--- config.mk ---
export PLATFORM = sky130hd
export DESIGN_NAME = axi2uart_fifo
export DESIGN_NICKNAME = d
export VERILOG_FILES = /design/src/rtl/axi2uart_fifo.sv
export SDC_FILE = /design/constraint.sdc
export NUM_CORES = 1
export LEC_CHECK = 0
export BUFFER_PORTS_ARGS = -buffer_cell sky130_fd_sc_hd__clkbuf_2
export CORE_MARGIN = 3
export CORE_UTILIZATION = 48
export CTS_CLUSTER_DIAMETER = 50
export DETAILED_ROUTE_END_ITERATION = 16
export PLACE_DENSITY = 0.71
export SYNTH_ARGS = -nofsm -noshare
export SYNTH_HDL_FRONTEND = slang
export SYNTH_SLANG_ARGS = --single-unit
--- constraint.sdc ---
create_clock -name s_axi_aclk -period 4.35 [get_ports s_axi_aclk]
set_input_delay 0.435 -clock s_axi_aclk [delete_from_list [all_inputs] [get_ports s_axi_aclk]]
set_output_delay 0.435 -clock s_axi_aclk [all_outputs]
set_load 0.005 [all_outputs]
--- src/rtl/axi2uart_fifo.sv ---
// AXI4 slave bridge: W bursts feed a UART TX byte FIFO / CC register, R bursts pop an RX byte FIFO or read status.
// Latency: AR handshake -> first R beat 2 cycles, 1 idle cycle between R beats; TX byte -> tx_start 1 cycle after it reaches the head.
// Backpressure: wready drops while the TX FIFO is full; R beats hold until rready; a full RX FIFO drops bytes and flags overflow.
module axi2uart_fifo #(
  parameter int AXI_ADDR_WIDTH = 6,
  parameter int AXI_DATA_WIDTH = 128,
  parameter int TX_DEPTH       = 16,
  parameter int RX_DEPTH       = 16,
  parameter int CC_WIDTH       = 4
) (
  input  logic                        s_axi_aclk,
  input  logic                        s_axi_areset,
  input  logic [AXI_ADDR_WIDTH-1:0]   s_axi_awaddr,
  input  logic [15:0]                 s_axi_awid,
  input  logic [7:0]                  s_axi_awlen,
  input  logic [2:0]                  s_axi_awsize,
  input  logic [1:0]                  s_axi_awburst,
  input  logic                        s_axi_awvalid,
  output logic                        s_axi_awready,
  input  logic [AXI_DATA_WIDTH-1:0]   s_axi_wdata,
  input  logic [AXI_DATA_WIDTH/8-1:0] s_axi_wstrb,
  input  logic                        s_axi_wvalid,
  input  logic                        s_axi_wlast,
  output logic                        s_axi_wready,
  output logic [1:0]                  s_axi_bresp,
  output logic [15:0]                 s_axi_bid,
  output logic                        s_axi_bvalid,
  input  logic                        s_axi_bready,
  input  logic [AXI_ADDR_WIDTH-1:0]   s_axi_araddr,
  input  logic [15:0]                 s_axi_arid,
  input  logic [7:0]                  s_axi_arlen,
  input  logic [2:0]                  s_axi_arsize,
  input  logic [1:0]                  s_axi_arburst,
  input  logic                        s_axi_arvalid,
  output logic                        s_axi_arready,
  output logic [AXI_DATA_WIDTH-1:0]   s_axi_rdata,
  output logic [1:0]                  s_axi_rresp,
  output logic [15:0]                 s_axi_rid,
  output logic                        s_axi_rvalid,
  output logic                        s_axi_rlast,
  input  logic                        s_axi_rready,
  output logic                        tx_start,
  output logic [7:0]                  tx_data,
  input  logic                        tx_busy,
  input  logic                        rx_ready,
  input  logic [7:0]                  rx_data,
  output logic [CC_WIDTH-1:0]         cc
);
  localparam logic [1:0] SEL_TX = 2'd0, SEL_CC = 2'd1, SEL_RX = 2'd2, SEL_ST = 2'd3;
  localparam logic [1:0] RESP_OKAY = 2'b00, RESP_SLVERR = 2'b10;
  localparam int TX_AW = $clog2(TX_DEPTH);
  localparam int RX_AW = $clog2(RX_DEPTH);
  localparam logic [TX_AW-1:0] TX_PTR_ONE = TX_AW'(1);
  localparam logic [RX_AW-1:0] RX_PTR_ONE = RX_AW'(1);
  localparam logic [TX_AW:0]   TX_CNT_ONE = (TX_AW+1)'(1);
  localparam logic [RX_AW:0]   RX_CNT_ONE = (RX_AW+1)'(1);
  localparam logic [TX_AW:0]   TX_CNT_FULL = (TX_AW+1)'(TX_DEPTH);
  localparam logic [RX_AW:0]   RX_CNT_FULL = (RX_AW+1)'(RX_DEPTH);

  typedef enum logic [1:0] {W_IDLE, W_DATA, W_RESP} wstate_t;
  typedef enum logic [1:0] {R_IDLE, R_LOAD, R_DATA} rstate_t;
  typedef enum logic [1:0] {T_IDLE, T_WAIT, T_DONE} tstate_t;

  wstate_t wstate;
  rstate_t rstate;
  tstate_t tstate;

  logic [7:0]       tx_mem [TX_DEPTH];
  logic [TX_AW-1:0] tx_wp, tx_rp;
  logic [TX_AW:0]   tx_count;
  logic [7:0]       rx_mem [RX_DEPTH];
  logic [RX_AW-1:0] rx_wp, rx_rp;
  logic [RX_AW:0]   rx_count;
  logic tx_push, tx_pop, tx_empty, tx_full;
  logic rx_push, rx_pop, rx_empty, rx_full;
  logic rx_overflow, ovf_set, ovf_clr;
  logic [1:0] w_sel, r_sel, t_cnt;
  logic [7:0] r_left;
  logic w_beat;
  logic [AXI_DATA_WIDTH-1:0] load_data;
  logic [1:0] load_resp;
  logic unused_bits;

  assign unused_bits = ^{s_axi_awaddr[3:0], s_axi_awlen, s_axi_awsize, s_axi_awburst, s_axi_wstrb,
                         s_axi_wdata[AXI_DATA_WIDTH-1:8], s_axi_araddr[3:0], s_axi_arsize, s_axi_arburst};

  assign tx_empty = (tx_count == '0);
  assign tx_full  = (tx_count == TX_CNT_FULL);
  assign rx_empty = (rx_count == '0);
  assign rx_full  = (rx_count == RX_CNT_FULL);

  // Only the TX target can stall the W channel; other targets swallow beats
  assign s_axi_wready = (wstate == W_DATA) && !((w_sel == SEL_TX) && tx_full);
  assign w_beat  = s_axi_wvalid && s_axi_wready;
  assign tx_push = w_beat && (w_sel == SEL_TX);
  assign ovf_clr = w_beat && (w_sel == SEL_ST) && s_axi_wdata[2];
  assign tx_pop  = (tstate == T_IDLE) && !tx_empty && !tx_busy;

  // A pop beat only carries a byte when it was latched with the valid flag set
  assign rx_pop  = s_axi_rvalid && s_axi_rready && (r_sel == SEL_RX) && s_axi_rdata[8];
  // A byte arriving into a full FIFO is still taken if a pop frees a slot that cycle
  assign rx_push = rx_ready && (!rx_full || rx_pop);
  assign ovf_set = rx_ready && rx_full && !rx_pop;

  // TX FIFO pointers and occupancy
  always_ff @(posedge s_axi_aclk or posedge s_axi_areset) begin
    if (s_axi_areset) begin
      tx_wp <= '0; tx_rp <= '0; tx_count <= '0;
    end else begin
      if (tx_push) tx_wp <= tx_wp + TX_PTR_ONE;
      if (tx_pop)  tx_rp <= tx_rp + TX_PTR_ONE;
      if (tx_push && !tx_pop)      tx_count <= tx_count + TX_CNT_ONE;
      else if (tx_pop && !tx_push) tx_count <= tx_count - TX_CNT_ONE;
    end
  end

  // TX storage needs no reset: the pointers define which entries are live
  always_ff @(posedge s_axi_aclk) begin
    if (tx_push) tx_mem[tx_wp] <= s_axi_wdata[7:0];
  end

  // RX FIFO pointers and occupancy
  always_ff @(posedge s_axi_aclk or posedge s_axi_areset) begin
    if (s_axi_areset) begin
      rx_wp <= '0; rx_rp <= '0; rx_count <= '0;
    end else begin
      if (rx_push) rx_wp <= rx_wp + RX_PTR_ONE;
      if (rx_pop)  rx_rp <= rx_rp + RX_PTR_ONE;
      if (rx_push && !rx_pop)      rx_count <= rx_count + RX_CNT_ONE;
      else if (rx_pop && !rx_push) rx_count <= rx_count - RX_CNT_ONE;
    end
  end

  // RX storage, unreset for the same reason as TX
  always_ff @(posedge s_axi_aclk) begin
    if (rx_push) rx_mem[rx_wp] <= rx_data;
  end

  // Sticky overflow flag; a new drop outranks a software clear in the same cycle
  always_ff @(posedge s_axi_aclk or posedge s_axi_areset) begin
    if (s_axi_areset)  rx_overflow <= 1'b0;
    else if (ovf_set)  rx_overflow <= 1'b1;
    else if (ovf_clr)  rx_overflow <= 1'b0;
  end

  // Write FSM: accept AW, consume beats until wlast, then hold the B response
  always_ff @(posedge s_axi_aclk or posedge s_axi_areset) begin
    if (s_axi_areset) begin
      wstate <= W_IDLE; s_axi_awready <= 1'b0; w_sel <= SEL_TX;
      s_axi_bid <= '0; s_axi_bresp <= RESP_OKAY; s_axi_bvalid <= 1'b0; cc <= '0;
    end else begin
      case (wstate)
        W_IDLE: begin
          s_axi_awready <= 1'b1;
          if (s_axi_awvalid && s_axi_awready) begin
            s_axi_awready <= 1'b0;
            w_sel         <= s_axi_awaddr[5:4];
            s_axi_bid     <= s_axi_awid;
            s_axi_bresp   <= (s_axi_awaddr[5:4] == SEL_RX) ? RESP_SLVERR : RESP_OKAY;
            wstate        <= W_DATA;
          end
        end
        W_DATA: begin
          if (w_beat) begin
            if (w_sel == SEL_CC) cc <= s_axi_wdata[CC_WIDTH-1:0];
            if (s_axi_wlast) begin
              s_axi_bvalid <= 1'b1;
              wstate       <= W_RESP;
            end
          end
        end
        W_RESP: begin
          if (s_axi_bready) begin
            s_axi_bvalid <= 1'b0;
            wstate       <= W_IDLE;
          end
        end
        default: wstate <= W_IDLE;
      endcase
    end
  end

  // Beat contents sampled from the current FIFO/status state one cycle after AR or the previous handshake
  always_comb begin
    load_data = '0;
    load_resp = RESP_OKAY;
    case (r_sel)
      SEL_RX: if (!rx_empty) load_data[8:0] = {1'b1, rx_mem[rx_rp]};
      SEL_ST: begin
        load_data[0]     = rx_empty;
        load_data[1]     = tx_full;
        load_data[2]     = rx_overflow;
        load_data[15:8]  = 8'(tx_count);
        load_data[23:16] = 8'(rx_count);
      end
      default: load_resp = RESP_SLVERR;
    endcase
  end

  // Read FSM: the R_LOAD bubble lets a pop settle before the next beat is latched
  always_ff @(posedge s_axi_aclk or posedge s_axi_areset) begin
    if (s_axi_areset) begin
      rstate <= R_IDLE; s_axi_arready <= 1'b0; r_sel <= SEL_TX; r_left <= '0;
      s_axi_rid <= '0; s_axi_rdata <= '0; s_axi_rresp <= RESP_OKAY;
      s_axi_rvalid <= 1'b0; s_axi_rlast <= 1'b0;
    end else begin
      case (rstate)
        R_IDLE: begin
          s_axi_arready <= 1'b1;
          if (s_axi_arvalid && s_axi_arready) begin
            s_axi_arready <= 1'b0;
            r_sel         <= s_axi_araddr[5:4];
            s_axi_rid     <= s_axi_arid;
            r_left        <= s_axi_arlen;
            rstate        <= R_LOAD;
          end
        end
        R_LOAD: begin
          s_axi_rvalid <= 1'b1;
          s_axi_rdata  <= load_data;
          s_axi_rresp  <= load_resp;
          s_axi_rlast  <= (r_left == 8'd0);
          rstate       <= R_DATA;
        end
        R_DATA: begin
          if (s_axi_rready) begin
            s_axi_rvalid <= 1'b0;
            s_axi_rlast  <= 1'b0;
            if (r_left == 8'd0) rstate <= R_IDLE;
            else begin
              r_left <= r_left - 8'd1;
              rstate <= R_LOAD;
            end
          end
        end
        default: rstate <= R_IDLE;
      endcase
    end
  end

  // TX drain FSM: launch a byte, then follow the UART busy handshake (with a short timeout)
  always_ff @(posedge s_axi_aclk or posedge s_axi_areset) begin
    if (s_axi_areset) begin
      tstate <= T_IDLE; tx_start <= 1'b0; tx_data <= '0; t_cnt <= '0;
    end else begin
      tx_start <= 1'b0;
      case (tstate)
        T_IDLE: begin
          if (tx_pop) begin
            tx_data  <= tx_mem[tx_rp];
            tx_start <= 1'b1;
            t_cnt    <= '0;
            tstate   <= T_WAIT;
          end
        end
        T_WAIT: begin
          if (tx_busy)             tstate <= T_DONE;
          else if (t_cnt == 2'd3)  tstate <= T_IDLE;
          else                     t_cnt  <= t_cnt + 2'd1;
        end
        T_DONE: if (!tx_busy) tstate <= T_IDLE;
        default: tstate <= T_IDLE;
      endcase
    end
  end
endmodule

==> results.md <==
- IO buf count: between 100 and 150
- X dimension of the die: 188 um
- Register area share after synthesis: 66.9%
- CP Data Required Time: 4.76 ns
- Startpoint type of the worst setup path: register
- R2r startpoint: rx_count[0]
- Number of violations of the max-capacitance limit: 0
- DR DRC count: 0
- Max Clk Rate: about 290 MHz
- Yosys top cell area share: between 40% and 50%
- Register clock-pin slew on the reported worst setup and hold paths: ~0.06 ns
- Number of hold violations in the final report: 0
- Most common cell in the netlist: edfxtp_1
- Die boundary height: roughly 190 um
- Ranking of synthesized cells by instance count: edfxtp_1 (256), dfrtp_1 (117), buf_4 (113), nand2_1 (102), mux4_2 (62)
- CP endpoint kind: register
- Worst Clk Skew: roughly 0.021 ns
- Cts-stage hold buffer count: 0
- Largest net degree at the start of global routing: 60
- Number of buffers inserted by post-CTS setup repair: 0
- CTS-repair resized insts: 0
- Cell variety after synth: between 50 and 60
- Leakage power figure: ~0.0070 uW
- Setup TNS Final: 0 ns
- Number of buffers inserted during clock tree synthesis: 41
- Crit path max-delay cell type: nor4_1
- Initial core utilization: 49.6%
- Worst-path maximum fanout: 7
- Type of the setup path with the least slack: reg2reg
- Cell area after placement: between 15000 and 20000 um^2
- Total standard cell area after synthesis: about 16000 um^2
- Crit path capture: rx_count[4]
- Post-layout nets: 1432
- Number of warnings reported in the yosys synthesis log: 0
- Final Hold Slack: 0.00980 ns
- Per-instance average area after synthesis: about 16 um^2
- Power density normalized to cell area: 633 nW/um^2
- Tot GR Track Use: between 15 and 20%
- Die Area: 35300 um^2
- Congestion Overflow GR: 0
- Clock latency at the later pin of the worst-skew pair: ~0.55 ns
- Worst Setup SP: rx_count[0]
- Floorplan row count: between 60 and 70
- Minimum period implied by the final worst setup slack: ~3.5 ns
- Share of layout cells above drive strength 1: between 20% and 30%
- Total I/O pin count: around 420
- CTS tree: yes
- Slew Viols, Final: 0
- Wirelength, routed: about 31 mm
- Master cell of the clock root buffer: clkbuf_16
- FFs w/ async S/R, synth: 31.4%
- Antenna violations before repair: 1
- Finish-stage setup viols: 0
- Cells after synthesis: just over 1000
- Actual slew at the worst max-slew pin: 1.13 ns
- Crit path max-delay family: simple AND/OR/NAND/NOR gates
- Number of buffers between clock root and the deepest sink: 3
- DRC marker count from the first detailed-route iteration: roughly 520
- CP peak stage delay: 0.53 ns
- H-tree Lvls: 2
- Average wire per cell in the routed design: roughly 19 um
- Total area of multi-input combinational cells: approximately 4500 um^2
- DPL Wire Length: 20.7 mm
- Number of enable flip-flop cells after synthesis: about 260
- Core footprint: around 32000 um^2
- Number of storage elements in the synthesis netlist: roughly 370
- Number of logic stages on the critical path including buffering: 12
- Worst R2R End: rx_count[4]
- Final non-filler cell area: around 18000 um^2
- HP Class: in2async
- Number of inserted filler cells in the final layout: between 2000 and 3000
- Reg2reg setup slack: between 0.8 and 0.9 ns
- Router iterations before antenna repair: 4
- Overall via count from detail_route: between 8000 and 9000
- Worst EP arrival: approximately 3.9 ns
- Signed area change from the synthesized netlist to the final layout: 13.2%
- Dominant cells by area after synthesis: edfxtp_1 (48%), dfrtp_1 (18%), mux4_2 (8.8%)
- Via count of the first global-routing pass: between 8000 and 9000
- RD Place Congestion: around 0.8
- Crit share post-route: approximately four fifths
- Rel. slew slack: about 25%
- Post-synthesis cell type with the largest combined area: edfxtp_1
- Area of all sequential standard cells: between 10000 and 15000 um^2
- Main flop type after synthesis: edfxtp_1
- Antenna violation net count after detailed routing: 0
- Number of buffer and inverter stages on the critical path: 2
- Outcome: complete, no violations
- Count of cells along the worst register-to-register path: 12
- CTS sink count: approximately 370
- Global-route wire length before repair: 48.6 mm
- Unrepaired setup endpoints after global routing: false
- Mean number of vias per cell: approximately 5.2
- Cell-by-cell trace of the critical path: nor4_1, nand2_1, o21ai_2, clkinv_1, ha_1, inv_1, ha_1, a21o_1, a21oi_1, xnor2_1, nor2_1, xnor2_1
- Worst IR drop on VDD: 0.000450 V
[state kept, by name (all words and copies together), names as in the netlist, 2 cells and up]
signal       cells
w_sel            2
t_cnt            2
tx_mem         128
r_sel            2
rx_count         5
s_axi_rid       16
rx_mem         128
rstate           2
tx_rp            4
r_left           8
tx_data          8
tx_count         5
wstate           2
rx_wp            4
tstate           2
cc               4
rx_rp            4
s_axi_bid       16
s_axi_rdata     18
tx_wp            4
[how the worst min path moves through the flow]
| stage | end | slack [ns] | cells after the start |
|---|---|---|---|
| 4_1_cts | tx_data[0] | 0.04 | 2 |
| 3_3_place_gp | s_axi_rid[5] | 0.46 | 2 |
| 6_report | tx_data[0] | 0.01 | 2 |
| 5_1_grt | tx_data[6] | 0.07 | 2 |
| 2_1_floorplan | r_left[6] | 0.45 | 1 |
| 3_5_place_dp | s_axi_rid[3] | 0.46 | 2 |
[through the flow]
step,instances,utilization [%],total power [uW],setup WS (ns)
2_1_floorplan,1133,-,7110,0.814
3_3_place_gp,1569,51.9,7970,0.981
3_5_place_dp,1569,51.9,8050,0.923
4_1_cts,1640,56.1,11500,0.883
5_1_grt,1641,56.1,12000,0.539
6_report,1641,56.1,11400,0.863
[power breakdown]
group	switching [uW]	internal [uW]
sequential	596	4450
clock	1400	2000
combinational	1460	1460
[placed cells by master (no fill, tap or decap), drive strengths merged, types with 4 or more instances in the layout]
master  count
xnor2      19
dfrtp     117
mux4       64
a21oi      20
mux2i      25
and2       21
mux2       24
a21o        5
bufinv      4
o21ai      23
a22oi       4
ha         21
edfxtp    256
nand2     102
o221ai      6
and3        5
a22o       16
nor3        6
nor2       23
xor2        4
inv        33
nand2b      7
a211oi      6
buf        15
clkinv     13
clkbuf    191
nand4       6
conb      112
nor2b      10
nand3      10
nor4        7
[worst reg2reg max path: cells and delay by family (launching register included)]
family	cells	cell delay, ns
fa+ha+maj	2	0.62
compound gates	3	0.73
buf+inv	2	0.50
simple gates	3	0.80
flops	1	0.45
xor+xnor	2	0.27
[routing by layer]
metal  track usage [%]  part of all wire [%]  vias up
li1                  -                     -     3880
met1              24.7                    43     4319
met2              28.2                    48      309
met3              3.70                   6.6       54
met4              5.08                   2.3        0
met5                 0                     0        -
[layout make-up]
type / instances / area share (%)
diodes: 1 / 0.0139
clock buffers: 51 / 5.92
clock inverters: 20 / 1.50
inverters: 30 / 0.641
multi-input cells: 576 / 25.3
flip-flops and latches: 373 / 59.1
well taps: 435 / 3.03
repair buffers: 155 / 4.53
[logic make-up after synthesis]
| kind of cell | after synthesis | synth area share (%) |
|---|---|---|
| compound gates | 94 | 3.99 |
| buf+inv | 184 | 7.16 |
| fa+ha+maj | 23 | 1.91 |
| simple gates | 211 | 6.40 |
| flops | 373 | 66.9 |
| mux | 113 | 12.4 |
| other cells | 1 | 0.0236 |
| xor+xnor | 23 | 1.27 |
Power figures use the tool's default switching activity.
